**src/rtl/simd_ns_pkg.sv**
```systemverilog
// Shared namespace encodings and FSM state type for the SIMD stream mux.
// Pure definitions, no logic or latency of its own.
// Carries no flow control; the users of this package apply the encodings.
package simd_ns_pkg;

  localparam int NUM_NS = 6;

  localparam logic [2:0] NS_OBUF  = 3'd0;
  localparam logic [2:0] NS_IBUF  = 3'd1;
  localparam logic [2:0] NS_VMEM1 = 3'd2;
  localparam logic [2:0] NS_VMEM2 = 3'd3;
  localparam logic [2:0] NS_IMM   = 3'd4;
  localparam logic [2:0] NS_EXT   = 3'd5;

  typedef enum logic {
    ST_IDLE   = 1'b0,
    ST_STREAM = 1'b1
  } mux_state_e;

  // Encodings 6 and 7 name no source.
  function automatic logic ns_legal(input logic [2:0] sel);
    return sel < 3'(NUM_NS);
  endfunction

endpackage

```
**src/rtl/simd_skid_fifo.sv**
```systemverilog
// Two-entry FIFO that decouples the selected source from the output port.
// Latency: a push is visible at head_data in the next cycle.
// Backpressure: no internal guard; the caller pushes only below 2 entries and pops only when non-empty.
module simd_skid_fifo #(
  parameter int WIDTH = 8
) (
  input  logic             clk,
  input  logic             reset_n,
  input  logic             push,
  input  logic [WIDTH-1:0] push_data,
  input  logic             pop,
  output logic [WIDTH-1:0] head_data,
  output logic [1:0]       count
);

  logic [WIDTH-1:0] mem [2];
  logic             wr_ptr;
  logic             rd_ptr;
  logic [1:0]       cnt_q;

  // Storage, pointers and occupancy; entries are cleared so the head reads zero out of reset.
  always_ff @(posedge clk or negedge reset_n) begin
    if (!reset_n) begin
      mem[0] <= '0;
      mem[1] <= '0;
      wr_ptr <= 1'b0;
      rd_ptr <= 1'b0;
      cnt_q  <= 2'd0;
    end else begin
      if (push) begin
        mem[wr_ptr] <= push_data;
        wr_ptr      <= ~wr_ptr;
      end
      if (pop) begin
        rd_ptr <= ~rd_ptr;
      end
      case ({push, pop})
        2'b10:   cnt_q <= cnt_q + 2'd1;
        2'b01:   cnt_q <= cnt_q - 2'd1;
        default: cnt_q <= cnt_q;
      endcase
    end
  end

  assign head_data = mem[rd_ptr];
  assign count     = cnt_q;

endmodule

```
**src/rtl/namespace_stream_mux.sv**
```systemverilog
// Streams cmd_len beats from one of six namespaces (or a broadcast immediate) to a single output port.
// Latency: 1 cycle from source handshake to out_valid when the output FIFO is empty.
// Backpressure: out_ready stalls a 2-entry FIFO; the selected src_ready drops once it holds 2 entries.
module namespace_stream_mux
  import simd_ns_pkg::*;
#(
  parameter int DATA_WIDTH = 32,
  parameter int NUM_LANES  = 4,
  parameter int LEN_W      = 16
) (
  input  logic                                  clk,
  input  logic                                  reset_n,
  input  logic                                  cmd_valid,
  output logic                                  cmd_ready,
  input  logic [2:0]                            cmd_sel,
  input  logic [LEN_W-1:0]                      cmd_len,
  input  logic [NUM_NS*NUM_LANES*DATA_WIDTH-1:0] src_data,
  input  logic [NUM_NS-1:0]                     src_valid,
  output logic [NUM_NS-1:0]                     src_ready,
  input  logic [DATA_WIDTH-1:0]                 imm_data,
  output logic [NUM_LANES*DATA_WIDTH-1:0]       out_data,
  output logic                                  out_valid,
  output logic                                  out_last,
  input  logic                                  out_ready,
  output logic                                  busy,
  output logic                                  err_sel
);

  localparam int BEAT_W = NUM_LANES * DATA_WIDTH;
  localparam int FIFO_W = BEAT_W + 1;

  mux_state_e             state;
  logic [2:0]             sel_q;
  logic [LEN_W-1:0]       rem_q;
  logic [DATA_WIDTH-1:0]  imm_q;
  logic                   err_q;

  logic [BEAT_W-1:0]      sel_beat;
  logic                   sel_valid;
  logic [1:0]             fifo_count;
  logic [FIFO_W-1:0]      fifo_head;
  logic                   has_room;
  logic                   push;
  logic                   pop;
  logic                   beat_last;

  // Room is judged from the registered count, so a full FIFO blocks a push even while it pops.
  assign has_room  = (fifo_count != 2'd2);
  assign push      = (state == ST_STREAM) && has_room && sel_valid;
  assign pop       = out_valid && out_ready;
  assign beat_last = (rem_q == LEN_W'(1));

  // Pick the latched namespace's beat and valid; the immediate is always valid and fills every lane.
  always_comb begin
    sel_beat  = '0;
    sel_valid = 1'b0;
    for (int k = 0; k < NUM_NS; k++) begin
      if (sel_q == 3'(k)) begin
        sel_beat  = src_data[k*BEAT_W +: BEAT_W];
        sel_valid = src_valid[k];
      end
    end
    if (sel_q == NS_IMM) begin
      sel_beat  = {NUM_LANES{imm_q}};
      sel_valid = 1'b1;
    end
  end

  // Only the latched namespace sees ready, and only while streaming with FIFO room.
  always_comb begin
    src_ready = '0;
    if ((state == ST_STREAM) && has_room) begin
      for (int k = 0; k < NUM_NS; k++) begin
        if (sel_q == 3'(k)) begin
          src_ready[k] = 1'b1;
        end
      end
    end
  end

  // Command FSM: accept in IDLE, drop illegal selects with a one-cycle error pulse, count beats in STREAM.
  always_ff @(posedge clk or negedge reset_n) begin
    if (!reset_n) begin
      state <= ST_IDLE;
      sel_q <= 3'd0;
      rem_q <= '0;
      imm_q <= '0;
      err_q <= 1'b0;
    end else begin
      err_q <= 1'b0;
      if (state == ST_IDLE) begin
        if (cmd_valid) begin
          if (!ns_legal(cmd_sel)) begin
            err_q <= 1'b1;
          end else if (cmd_len != '0) begin
            sel_q <= cmd_sel;
            rem_q <= cmd_len;
            if (cmd_sel == NS_IMM) begin
              imm_q <= imm_data;
            end
            state <= ST_STREAM;
          end
        end
      end else begin
        if (push) begin
          rem_q <= rem_q - LEN_W'(1);
          if (beat_last) begin
            state <= ST_IDLE;
          end
        end
      end
    end
  end

  simd_skid_fifo #(
    .WIDTH (FIFO_W)
  ) u_fifo (
    .clk       (clk),
    .reset_n   (reset_n),
    .push      (push),
    .push_data ({beat_last, sel_beat}),
    .pop       (pop),
    .head_data (fifo_head),
    .count     (fifo_count)
  );

  assign cmd_ready = (state == ST_IDLE);
  assign err_sel   = err_q;
  assign out_valid = (fifo_count != 2'd0);
  assign out_data  = fifo_head[BEAT_W-1:0];
  assign out_last  = fifo_head[BEAT_W];
  assign busy      = (state == ST_STREAM) || out_valid;

endmodule

```
**config.mk**
```make
export PLATFORM = sky130hd
export DESIGN_NAME = namespace_stream_mux
export DESIGN_NICKNAME = d
export VERILOG_FILES = /design/src/rtl/simd_ns_pkg.sv /design/src/rtl/simd_skid_fifo.sv /design/src/rtl/namespace_stream_mux.sv
export SDC_FILE = /design/constraint.sdc
export NUM_CORES = 1
export LEC_CHECK = 0
export BUFFER_PORTS_ARGS = -buffer_cell sky130_fd_sc_hd__buf_4
export CORE_AREA = 5 5 369 371
export CTS_CLUSTER_SIZE = 40
export DETAILED_ROUTE_END_ITERATION = 10
export DIE_AREA = 0 0 374 376
export PLACE_DENSITY = 0.36
export SLEW_MARGIN = 20
export SYNTH_ARGS = -nofsm -noshare
export SYNTH_HDL_FRONTEND = slang
export SYNTH_SLANG_ARGS = --single-unit
```
**constraint.sdc**
```tcl
create_clock -name clk -period 6.15 [get_ports clk]
set_clock_uncertainty 0.2 [all_clocks]
set_input_delay 1.23 -clock clk [delete_from_list [all_inputs] [get_ports clk]]
set_output_delay 1.23 -clock clk [all_outputs]
set_load 0.02 [all_outputs]
```
==> flow_metrics.env, run 1 <==
export IMPL_status="finished, final reports clean"
export IMPL_worstSetupEndpointType="output port"
export IMPL_cts_sinks=315
export IMPL_tns_ns=0
export IMPL_routed_via_density=4.22
export IMPL_syn_avg_cell_area_um2=10.6
export IMPL_yosys_area_share_xor_xnor_pct=0.273
export IMPL_hold_worst_slack_ns=0.276
export IMPL_fin_nets=3424
export IMPL_ctsResizeCount=0
export IMPL_track_usage_pct=19.4
export IMPL_cp_start_kind="register"
export IMPL_ys_top_cells_by_area="dfrtp_1, mux2_1, mux2_2"
export IMPL_synth_simple_area_share_pct=5.58
export IMPL_die_h_um=376
export IMPL_synth_top_family_by_area="multiplexers"
export IMPL_timing_rr_start="sel_q[1]"
export IMPL_drtPass1Iterations=5
export IMPL_hold_path_endpoint="u_fifo.mem[153]"
export IMPL_hold_viol=0
export IMPL_worst_slew_pin_slew_ns=1.21
export IMPL_period_needed_ns=4.10
export IMPL_path_buf_inv=2
export IMPL_num_rows=134
export IMPL_hold_path_class="reg -> reg"
export IMPL_cp_top_family="flip-flops"
export IMPL_final_util_pct=22.0
export IMPL_async_flop_share_pct=100
export IMPL_clkLatencyLatePin_ns=0.61
export IMPL_io_pins=968
export IMPL_antenna_found_initial=95
export IMPL_grt_max_degree=116
export IMPL_drc=0
export IMPL_drive_above_1_share_pct=45.1
export IMPL_syn2layout_area_growth_pct=51.7
export IMPL_synth_compound_area_share_pct=17.4
export IMPL_cp_required_ns=4.72
export IMPL_root_buffer="clkbuf_16"
export IMPL_netlist_area_mm2=0.0193
export IMPL_cts_buffers=46
export IMPL_drtIter0Drc=968
export IMPL_cts_hold_repair_buffers=0
export IMPL_die_area_mm2=0.141
export IMPL_place_congestion=0.793
export IMPL_routedWlPerCell_um=32.1
export IMPL_clk_pin_slew_ns=0.05
export IMPL_port_buffers=838
export IMPL_stdcell_count=4417
export IMPL_synth_cell_types=58
export IMPL_yosys_most_used_dff="dfrtp_1"
export IMPL_setup_viol_count_final=0
export IMPL_slew_violations=0
export IMPL_cts_tree="yes"
export IMPL_post_dp_hpwl_um=112000
export IMPL_rsz0062_at_grt="no"
export IMPL_max_cap_violations=0
export IMPL_slowest_stage="dfrtp_4"
export IMPL_arrival_ns=2.67
export IMPL_htreeDepth=2
export IMPL_post_cts_setup_buffers=0
export IMPL_synthMuxAreaShare_pct=31.9
export IMPL_final_cell_mix="buf_4, dfrtp_1, mux2_1, mux2_2, a21oi_1"
export IMPL_vdd_ir_drop_max_uv=303
export IMPL_ant_nets=0
export IMPL_crit_fanout=51
export IMPL_cp_cell_sequence="buf_12 > mux2_2 > buf_4"
export IMPL_synth_edf_count=0
export IMPL_r2r_end="u_fifo.mem[141]"
export IMPL_max_stage_delay_ns=0.93
export IMPL_synth_nets=2650
export IMPL_hold_depth=1
export IMPL_clk_path_buf_depth=3
export IMPL_fmax_ghz=0.244
export IMPL_place_inst=4312
export IMPL_synth_seq_area_share_pct=40.9
export IMPL_core_mm2=0.133
export IMPL_setup_worst_path_class="reg -> out"
export IMPL_reg2regPathDepth=9
export IMPL_reg2reg_slack_ns=2.34
export IMPL_ys_ff_latch=315
export IMPL_yosys_warnings=0
export IMPL_start_util_pct=14.5
export IMPL_num_vias=18654
export IMPL_grt_pass1_wl_um=185000
export IMPL_grt_pass1_vias=19601
export IMPL_syn_instance_count=1818
export IMPL_final_common_cell="buf_4"
export IMPL_synthAdderAreaFrac_pct=0.195
export IMPL_relSlewSlack_pct=19.3
export IMPL_overflow=0
export IMPL_fin_crit_sh_pct=66.7
export IMPL_power_density_mw_per_mm2=566
export IMPL_wl_um=142000
export IMPL_synth_top_cell_area_share_pct=40.9
export IMPL_yosysTopAreaCell="dfrtp_1"
export IMPL_die_x_um=374
export IMPL_power_leakage_nw=13.0
export IMPL_hold_path_startpoint="u_fifo.mem[153]"
-- synth_stat cells (6+ instances only) --
| cell | number |
|---|---|
| nand3_1 | 9 |
| buf_1 | 22 |
| o211ai_1 | 8 |
| nand2_1 | 124 |
| clkbuf_1 | 92 |
| a21oi_1 | 190 |
| nor3_1 | 6 |
| nor2_1 | 63 |
| buf_2 | 30 |
| o21ai_1 | 16 |
| mux2_2 | 209 |
| a22o_1 | 47 |
| dfrtp_1 | 315 |
| nor4_1 | 7 |
| mux2i_1 | 46 |
| o221ai_1 | 13 |
| buf_4 | 13 |
| o21ai_0 | 101 |
| mux2_1 | 296 |
| a22oi_1 | 133 |
-- power breakdown --
| group | total, mW | switching, mW | internal [mW] |
|---|---|---|---|
| Combinational | 9.96 | 6.01 | 3.95 |
| Clock | 2.72 | 1.06 | 1.66 |
| Sequential | 3.87 | 0.789 | 3.08 |
-- per-stage QoR --
step                      total power [mW]  worst slack [ns]  instance area [um2]
after floorplan                       9.32              2.89                19300
after global placement                14.1              2.02                27700
after detailed placement              14.2              2.00                27700
after CTS                             17.0              1.96                29200
after global routing                  17.6              1.94                29200
final                                 16.6              2.05                29200
-- kinds of logic (layout without fill, tap and decap cells) --
| group | after synthesis | after routing |
|---|---|---|
| other | 0 | 26 |
| AND/OR/NAND/NOR | 242 | 242 |
| buffers and inverters | 166 | 971 |
| flip-flops | 315 | 315 |
| XOR/XNOR | 6 | 6 |
| multiplexers | 551 | 551 |
| adder cells (fa/ha/maj) | 3 | 3 |
| AO/OA/AOI/OAI | 535 | 535 |
-- final cells by class --
cell class | count | area (um2)
Fill cell | 14624 | 103000
Multi-Input combinational cell | 1337 | 10700
Sequential cell | 315 | 7900
Timing Repair Buffer | 885 | 6800
Tap cell | 1768 | 2210
Clock buffer | 67 | 1330
Clock inverter | 12 | 176
Antenna cell | 26 | 65.1
Inverter | 7 | 26.3
-- worst max path at each step --
| stage | startpoint | to | slack (ns) | cells after the start |
|---|---|---|---|---|
| detailed placement | src_valid[5] | u_fifo.mem[47] | 2.00 | 8 |
| global route | u_fifo.rd_ptr | out_data[109] | 1.94 | 3 |
| global placement | src_valid[5] | u_fifo.mem[27] | 2.02 | 8 |
| finish | u_fifo.rd_ptr | out_data[109] | 2.05 | 3 |
| floorplan | sel_q[0] | src_ready[1] | 2.89 | 5 |
| CTS | u_fifo.rd_ptr | out_data[109] | 1.96 | 3 |
-- layer usage --
metal | share of wire (%) | GRT usage [%]
met2 | 46 | 31.1
met5 | 0.17 | 0.549
met3 | 8.6 | 7.27
met1 | 43 | 24.4
met4 | 2.2 | 5.12
-- flip-flops by register name, summed over array words and instances, names as in the netlist --
signal,cells
u_fifo.mem,258
imm_q,32
rem_q,16
sel_q,3
u_fifo.count,2
err_sel,1
state,1
u_fifo.rd_ptr,1
u_fifo.wr_ptr,1
(Power assumes the default switching activity.)
==> inputs of run 2 (changes only) <==
--- a/config.mk
+++ b/config.mk
@@ -10,7 +10,7 @@
 export CTS_CLUSTER_SIZE = 40
 export DETAILED_ROUTE_END_ITERATION = 10
 export DIE_AREA = 0 0 374 376
-export PLACE_DENSITY = 0.36
+export PLACE_DENSITY = 0.37
 export SLEW_MARGIN = 20
 export SYNTH_ARGS = -nofsm -noshare
 export SYNTH_HDL_FRONTEND = slang
==> constraint.sdc (replaced) <==
create_clock -name clk -period 3.5 [get_ports clk]
set_clock_uncertainty 0.2 [all_clocks]
set_input_delay 0.7 -clock clk [delete_from_list [all_inputs] [get_ports clk]]
set_output_delay 0.7 -clock clk [all_outputs]
set_load 0.02 [all_outputs]
==> flow_metrics.env, run 2 (synthesized netlist as in run 1, its figures left out) <==
export IMPL_routed_via_density=4.18
export IMPL_cts_buffers=43
export IMPL_crit_fanout=71
export IMPL_grt_max_degree=112
export IMPL_power_density_mw_per_mm2=986
export IMPL_ant_nets=0
export IMPL_max_cap_violations=0
export IMPL_setup_viol_count_final=0
export IMPL_cp_top_family="buffers and inverters"
export IMPL_track_usage_pct=19.0
export IMPL_core_mm2=0.133
export IMPL_grt_pass1_vias=19961
export IMPL_max_stage_delay_ns=0.59
export IMPL_fmax_ghz=0.308
export IMPL_vdd_ir_drop_max_uv=674
export IMPL_cp_cell_sequence="nor2b_4 > buf_4 > buf_12 > and3_1 > buf_4"
export IMPL_arrival_ns=2.34
export IMPL_hold_path_class="in -> reg"
export IMPL_timing_rr_start="sel_q[0]"
export IMPL_routedWlPerCell_um=31.1
export IMPL_num_vias=18737
export IMPL_crit_top_cell="buf_4"
export IMPL_htreeDepth=2
export IMPL_die_x_um=374
export IMPL_worst_slew_pin_slew_ns=1.15
export IMPL_relSlewSlack_pct=23.4
export IMPL_worstSetupEndpointType="output port"
export IMPL_clkPwrFrac_pct=15.1
export IMPL_fin_crit_sh_pct=92.7
export IMPL_p_int_mw=15.6
export IMPL_hold_worst_slack_ns=0.120
export IMPL_port_buffers=838
export IMPL_slowest_stage="dfrtp_4"
export IMPL_pwr_share_seq_pct=22.9
export IMPL_grt_pass1_wl_um=183000
export IMPL_post_dp_hpwl_um=112000
export IMPL_root_buffer="clkbuf_16"
export IMPL_drc=0
export IMPL_switching_power_mw=13.9
export IMPL_period_needed_ns=3.24
export IMPL_power_leakage_nw=13.4
export IMPL_io_pins=968
export IMPL_hold_viol=0
export IMPL_setup_slack_ns=0.256
export IMPL_hold_path_startpoint="imm_data[25]"
export IMPL_num_rows=134
export IMPL_path_buf_inv=3
export IMPL_clkLatencyLatePin_ns=0.59
export IMPL_largest_reg_flops=258
export IMPL_place_congestion=0.793
export IMPL_status="finished, final reports clean"
export IMPL_timing_critical_path_from="sel_q[1]"
export IMPL_final_cell_mix="buf_4, dfrtp_1, mux2_1, mux2_2, a21oi_1"
export IMPL_antenna_found_initial=82
export IMPL_wl_um=139000
export IMPL_drtIter0Drc=1002
export IMPL_drtPass1Iterations=6
export IMPL_cts_tree="yes"
export IMPL_cp_required_ns=2.60
export IMPL_clk_pin_slew_ns=0.06
export IMPL_rsz0062_at_grt="no"
export IMPL_overflow=0
export IMPL_tns_ns=0
export IMPL_final_common_cell="buf_4"
export IMPL_syn2layout_area_growth_pct=55.0
export IMPL_setup_worst_path_class="reg -> out"
export IMPL_die_area_mm2=0.141
export IMPL_slew_violations=0
export IMPL_dp_slack_ns=0.190
export IMPL_cp_start_kind="register"
export IMPL_die_h_um=376
export IMPL_top_register="u_fifo.mem"
export IMPL_top_regs="u_fifo.mem x258, imm_q x32, rem_q x16"
export IMPL_cts_sinks=315
export IMPL_power_switching_share_pct=47.1
export IMPL_start_util_pct=14.5
export IMPL_combinationalPowerShare_pct=62.1
export IMPL_clk_path_buf_depth=3
export IMPL_drive_above_1_share_pct=46.5
export IMPL_fin_nets=3488
==> run 2: final cells by class <==
type | instances | area (um2)
timing repair buffer | 952 | 7540
antenna | 30 | 75.1
fill | 14543 | 103000
tap | 1768 | 2210
sequential | 315 | 7900
clock inverter | 16 | 183
multi-input combinational | 1337 | 10700
clock buffer | 58 | 1200
inverter | 7 | 26.3
==> run 2: through the flow <==
step,util [%],area [um2],cells,total power [mW]
after global placement,21.4,28300,4376,25.4
final,22.5,29900,4483,29.4
after CTS,22.4,29800,4452,30.2
after floorplan,-,19300,1818,16.4
after global routing,22.5,29800,4465,31.4
after detailed placement,21.4,28300,4376,25.5
==> run 2: what timing repair did <==
action,4_1_cts,5_1_grt
setup buffers,0,1
gates cloned,1,0
setup endpoints to repair,1,2
endpoints found under the hold margin,66,0
gates resized for setup,1,0
hold buffers,1,0
==> run 2: worst reg2reg max path, stage by stage, from the launching register on <==
cell	delay (ns)
dfrtp_4	0.49
buf_12	0.16
nor3b_1	0.23
a21oi_1	0.07
o211a_2	0.34
nor2_4	0.14
inv_2	0.06
nor2_4	0.50
buf_12	0.34
mux2_1	0.50
==> run 2: worst paths after layout <==
check | endpoint | slack (ns) | cells after the start
max | src_ready[3] | 0.26 | 5
min | imm_q[25] | 0.12 | 2
max reg2reg | u_fifo.mem[171] | 0.35 | 9
min reg2reg | u_fifo.mem[131] | 0.28 | 1
max in group asynchronous | u_fifo.mem[122] | 1.67 | 3
min in group asynchronous | u_fifo.mem[26] | 0.55 | 2
==> run 2: power by group through the flow <==
stage / clock network [mW] / logic [mW] / registers, mW
floorplan: 0 / 10.3 / 6.05
CTS: 4.63 / 18.8 / 6.80
global route: 4.75 / 19.7 / 6.94
detailed placement: 0 / 18.6 / 6.86
finish: 4.43 / 18.3 / 6.73
global placement: 0 / 18.5 / 6.83
==> run 2: per-layer routing <==
metal / track usage, % / vias to the layer above / wire length, um
met5: 0 / - / 159
met4: 5.31 / 26 / 4070
met3: 6.33 / 178 / 10900
met2: 31.5 / 742 / 65800
met1: 23.6 / 9278 / 58500
li1: - / 8513 / -
==> inputs of run 3 (changes only) <==
--- a/config.mk
+++ b/config.mk
@@ -6,11 +6,11 @@
 export NUM_CORES = 1
 export LEC_CHECK = 0
 export BUFFER_PORTS_ARGS = -buffer_cell sky130_fd_sc_hd__buf_4
-export CORE_AREA = 5 5 369 371
+export CORE_AREA = 5 5 372 374
 export CTS_CLUSTER_SIZE = 40
 export DETAILED_ROUTE_END_ITERATION = 10
-export DIE_AREA = 0 0 374 376
-export PLACE_DENSITY = 0.37
+export DIE_AREA = 0 0 377 379
+export PLACE_DENSITY = 0.36
 export SLEW_MARGIN = 20
 export SYNTH_ARGS = -nofsm -noshare
 export SYNTH_HDL_FRONTEND = slang
==> constraint.sdc (replaced) <==
create_clock -name clk -period 3.1 [get_ports clk]
set_clock_uncertainty 0.2 [all_clocks]
set_input_delay 0.62 -clock clk [delete_from_list [all_inputs] [get_ports clk]]
set_output_delay 0.62 -clock clk [all_outputs]
set_load 0.02 [all_outputs]
==> flow_metrics.env, run 3 (synthesized netlist as in run 1, its figures left out) <==
export IMPL_timing_critical_path_from="sel_q[0]"
export IMPL_drc=0
export IMPL_setup_slack_ns=0.0677
export IMPL_clk_pin_slew_ns=0.05
export IMPL_clkLatencyLatePin_ns=0.60
export IMPL_routed_top_layer="met5"
export IMPL_power_leakage_nw=14.1
export IMPL_hold_worst_slack_ns=0.0617
export IMPL_final_cell_mix="buf_4, dfrtp_1, mux2_1, mux2_2, a21oi_1"
export IMPL_power_total_mw=35.4
export IMPL_num_rows=135
export IMPL_relSlewSlack_pct=21.2
export IMPL_cts_sinks=315
export IMPL_core_mm2=0.135
export IMPL_grt_pass1_wl_um=192000
export IMPL_worst_slew_pin_slew_ns=1.18
export IMPL_crit_fanout=18
export IMPL_fin_crit_sh_pct=97.8
export IMPL_clkPwrFrac_pct=14.9
export IMPL_hold_viol=0
export IMPL_die_h_um=379
export IMPL_hold_path_class="in -> reg"
export IMPL_pwr_share_seq_pct=21.6
export IMPL_drtPass1Iterations=5
export IMPL_dp_slack_ns=-0.198
export IMPL_clk_path_buf_depth=3
export IMPL_period_needed_ns=3.03
export IMPL_power_density_mw_per_mm2=1130
export IMPL_reg2reg_slack_ns=0.21
export IMPL_cp_required_ns=2.28
export IMPL_setup_viol_count_final=0
export IMPL_root_buffer="clkbuf_16"
export IMPL_largest_reg_flops=258
export IMPL_routed_via_density=4.22
export IMPL_die_area_mm2=0.143
export IMPL_worstSetupEndpointType="output port"
export IMPL_io_pins=968
export IMPL_wirelength_met1_um=65700
export IMPL_fillers=14728
export IMPL_start_util_pct=14.3
export IMPL_drive_above_1_share_pct=47.5
export IMPL_dr_wl_met2_um=70200
export IMPL_grt_pass1_vias=20550
export IMPL_die_x_um=377
export IMPL_crit_end="src_ready[5]"
export IMPL_timing_rr_start="sel_q[0]"
export IMPL_top_regs="u_fifo.mem x258, imm_q x32, rem_q x16"
export IMPL_slowest_stage="dfrtp_4"
export IMPL_fin_nets=3585
export IMPL_drtIter0Drc=1055
export IMPL_vdd_ir_drop_max_uv=416
export IMPL_slew_violations=0
export IMPL_track_usage_pct=20.0
export IMPL_routedWlPerCell_um=32.7
export IMPL_overflow=0
export IMPL_ant_nets=0
export IMPL_cts_buffers=45
export IMPL_p_int_mw=18.9
export IMPL_syn2layout_area_growth_pct=62.0
export IMPL_max_stage_delay_ns=0.52
export IMPL_htreeDepth=2
export IMPL_cp_top_family="buffers and inverters"
export IMPL_final_common_cell="buf_4"
export IMPL_grt_max_degree=66
export IMPL_top_register="u_fifo.mem"
export IMPL_rsz0062_at_grt="yes"
export IMPL_status="finished, final reports clean"
export IMPL_setup_worst_path_class="reg -> out"
export IMPL_num_vias=19365
export IMPL_port_buffers=838
export IMPL_post_dp_hpwl_um=117000
export IMPL_fmax_ghz=0.330
export IMPL_cp_depth=7
export IMPL_cp_start_kind="register"
export IMPL_power_switching_share_pct=46.8
export IMPL_stdcell_count=4587
export IMPL_wl_um=150000
export IMPL_cp_cell_sequence="buf_12 > buf_16 > nor2b_4 > and2_4 > buf_16 > and2_4 > buf_6"
export IMPL_wl_met3_um=12000
export IMPL_cts_tree="yes"
export IMPL_antenna_found_initial=69
export IMPL_r2r_end="u_fifo.mem[25]"
export IMPL_reg2regPathDepth=10
export IMPL_max_cap_violations=0
export IMPL_place_inst=4434
export IMPL_place_congestion=0.810
export IMPL_arrival_ns=2.21
export IMPL_final_util_pct=23.2
export IMPL_switching_power_mw=16.6
export IMPL_combinationalPowerShare_pct=63.4
export IMPL_path_buf_inv=4
-- run 3: cell types whose count changed in the layout (fill, tap and decap cells not counted), moves of 2 or more --
cell | before | now
buf_12 | 27 | 40
clkbuf_16 | 44 | 50
buf_16 | 1 | 6
clkinv_4 | 1 | 4
diode_2 | 30 | 17
clkbuf_8 | 5 | 8
buf_4 | 921 | 960
dlygate4sd3_1 | 1 | 28
bufbuf_16 | 1 | 8
clkbuf_1 | 9 | 11
-- run 3: timing repair --
action | 4_1_cts | 5_1_grt
endpoints found under the hold margin | 68 | 0
resized for setup | 12 | 2
pin swaps | 1 | 0
setup buffers | 8 | 7
hold buffers | 28 | 0
cloned | 8 | 2
setup endpoints to repair | 161 | 2
-- run 3: worst min-delay path by stage --
stage	start	endpoint	slack (ns)	cells past startpoint
2_1_floorplan	reset_n	err_sel	0.12	0
3_3_place_gp	u_fifo.mem[206]	u_fifo.mem[206]	0.26	1
3_5_place_dp	u_fifo.mem[147]	u_fifo.mem[147]	0.27	1
4_1_cts	imm_data[6]	imm_q[6]	0.001	2
5_1_grt	imm_data[10]	imm_q[10]	0.02	2
6_report	imm_data[6]	imm_q[6]	0.06	2
-- run 3: power groups by stage --
stage                     registers [mW]  clock network (mW)  logic, mW
after floorplan                     6.83                   0       11.7
after global placement              7.85                   0       21.4
after detailed placement            7.88                   0       21.5
after CTS                           7.69                5.48       22.7
after global routing                7.88                5.65       24.1
final                               7.67                5.29       22.5
-- run 3: final cells by class --
| type | count | area [um2] | area share (%) |
|---|---|---|---|
| multi-input combinational | 1337 | 10700 | 34.3 |
| timing repair buffer | 1047 | 8810 | 28.2 |
| sequential | 315 | 7900 | 25.3 |
| tap | 1781 | 2230 | 7.14 |
| clock buffer | 66 | 1330 | 4.25 |
| clock inverter | 17 | 160 | 0.513 |
| antenna | 17 | 42.5 | 0.136 |
| inverter | 7 | 26.3 | 0.0842 |
-- run 3: per-layer routing --
layer  track usage [%]  vias up
met4              2.37       40
met3              6.13      147
li1                  -     8697
met5                 0        -
met1              26.1     9767
met2              33.3      714
-- run 3: worst reg2reg max path: cells and delay by family, from the launching register on --
family	cells	cell delay, ns
buffers and inverters	6	1.14
flip-flops	1	0.52
AO/OA/AOI/OAI	2	0.45
multiplexers	1	0.33
AND/OR/NAND/NOR	1	0.14
-- run 3: metrics by stage --
step / cell area [um2] / TNS, ns
2_1_floorplan: 19300 / 0
3_3_place_gp: 28800 / -45.93
3_5_place_dp: 28900 / -12.37
4_1_cts: 31100 / -0.0781
5_1_grt: 31200 / -0.0137
6_report: 31200 / 0
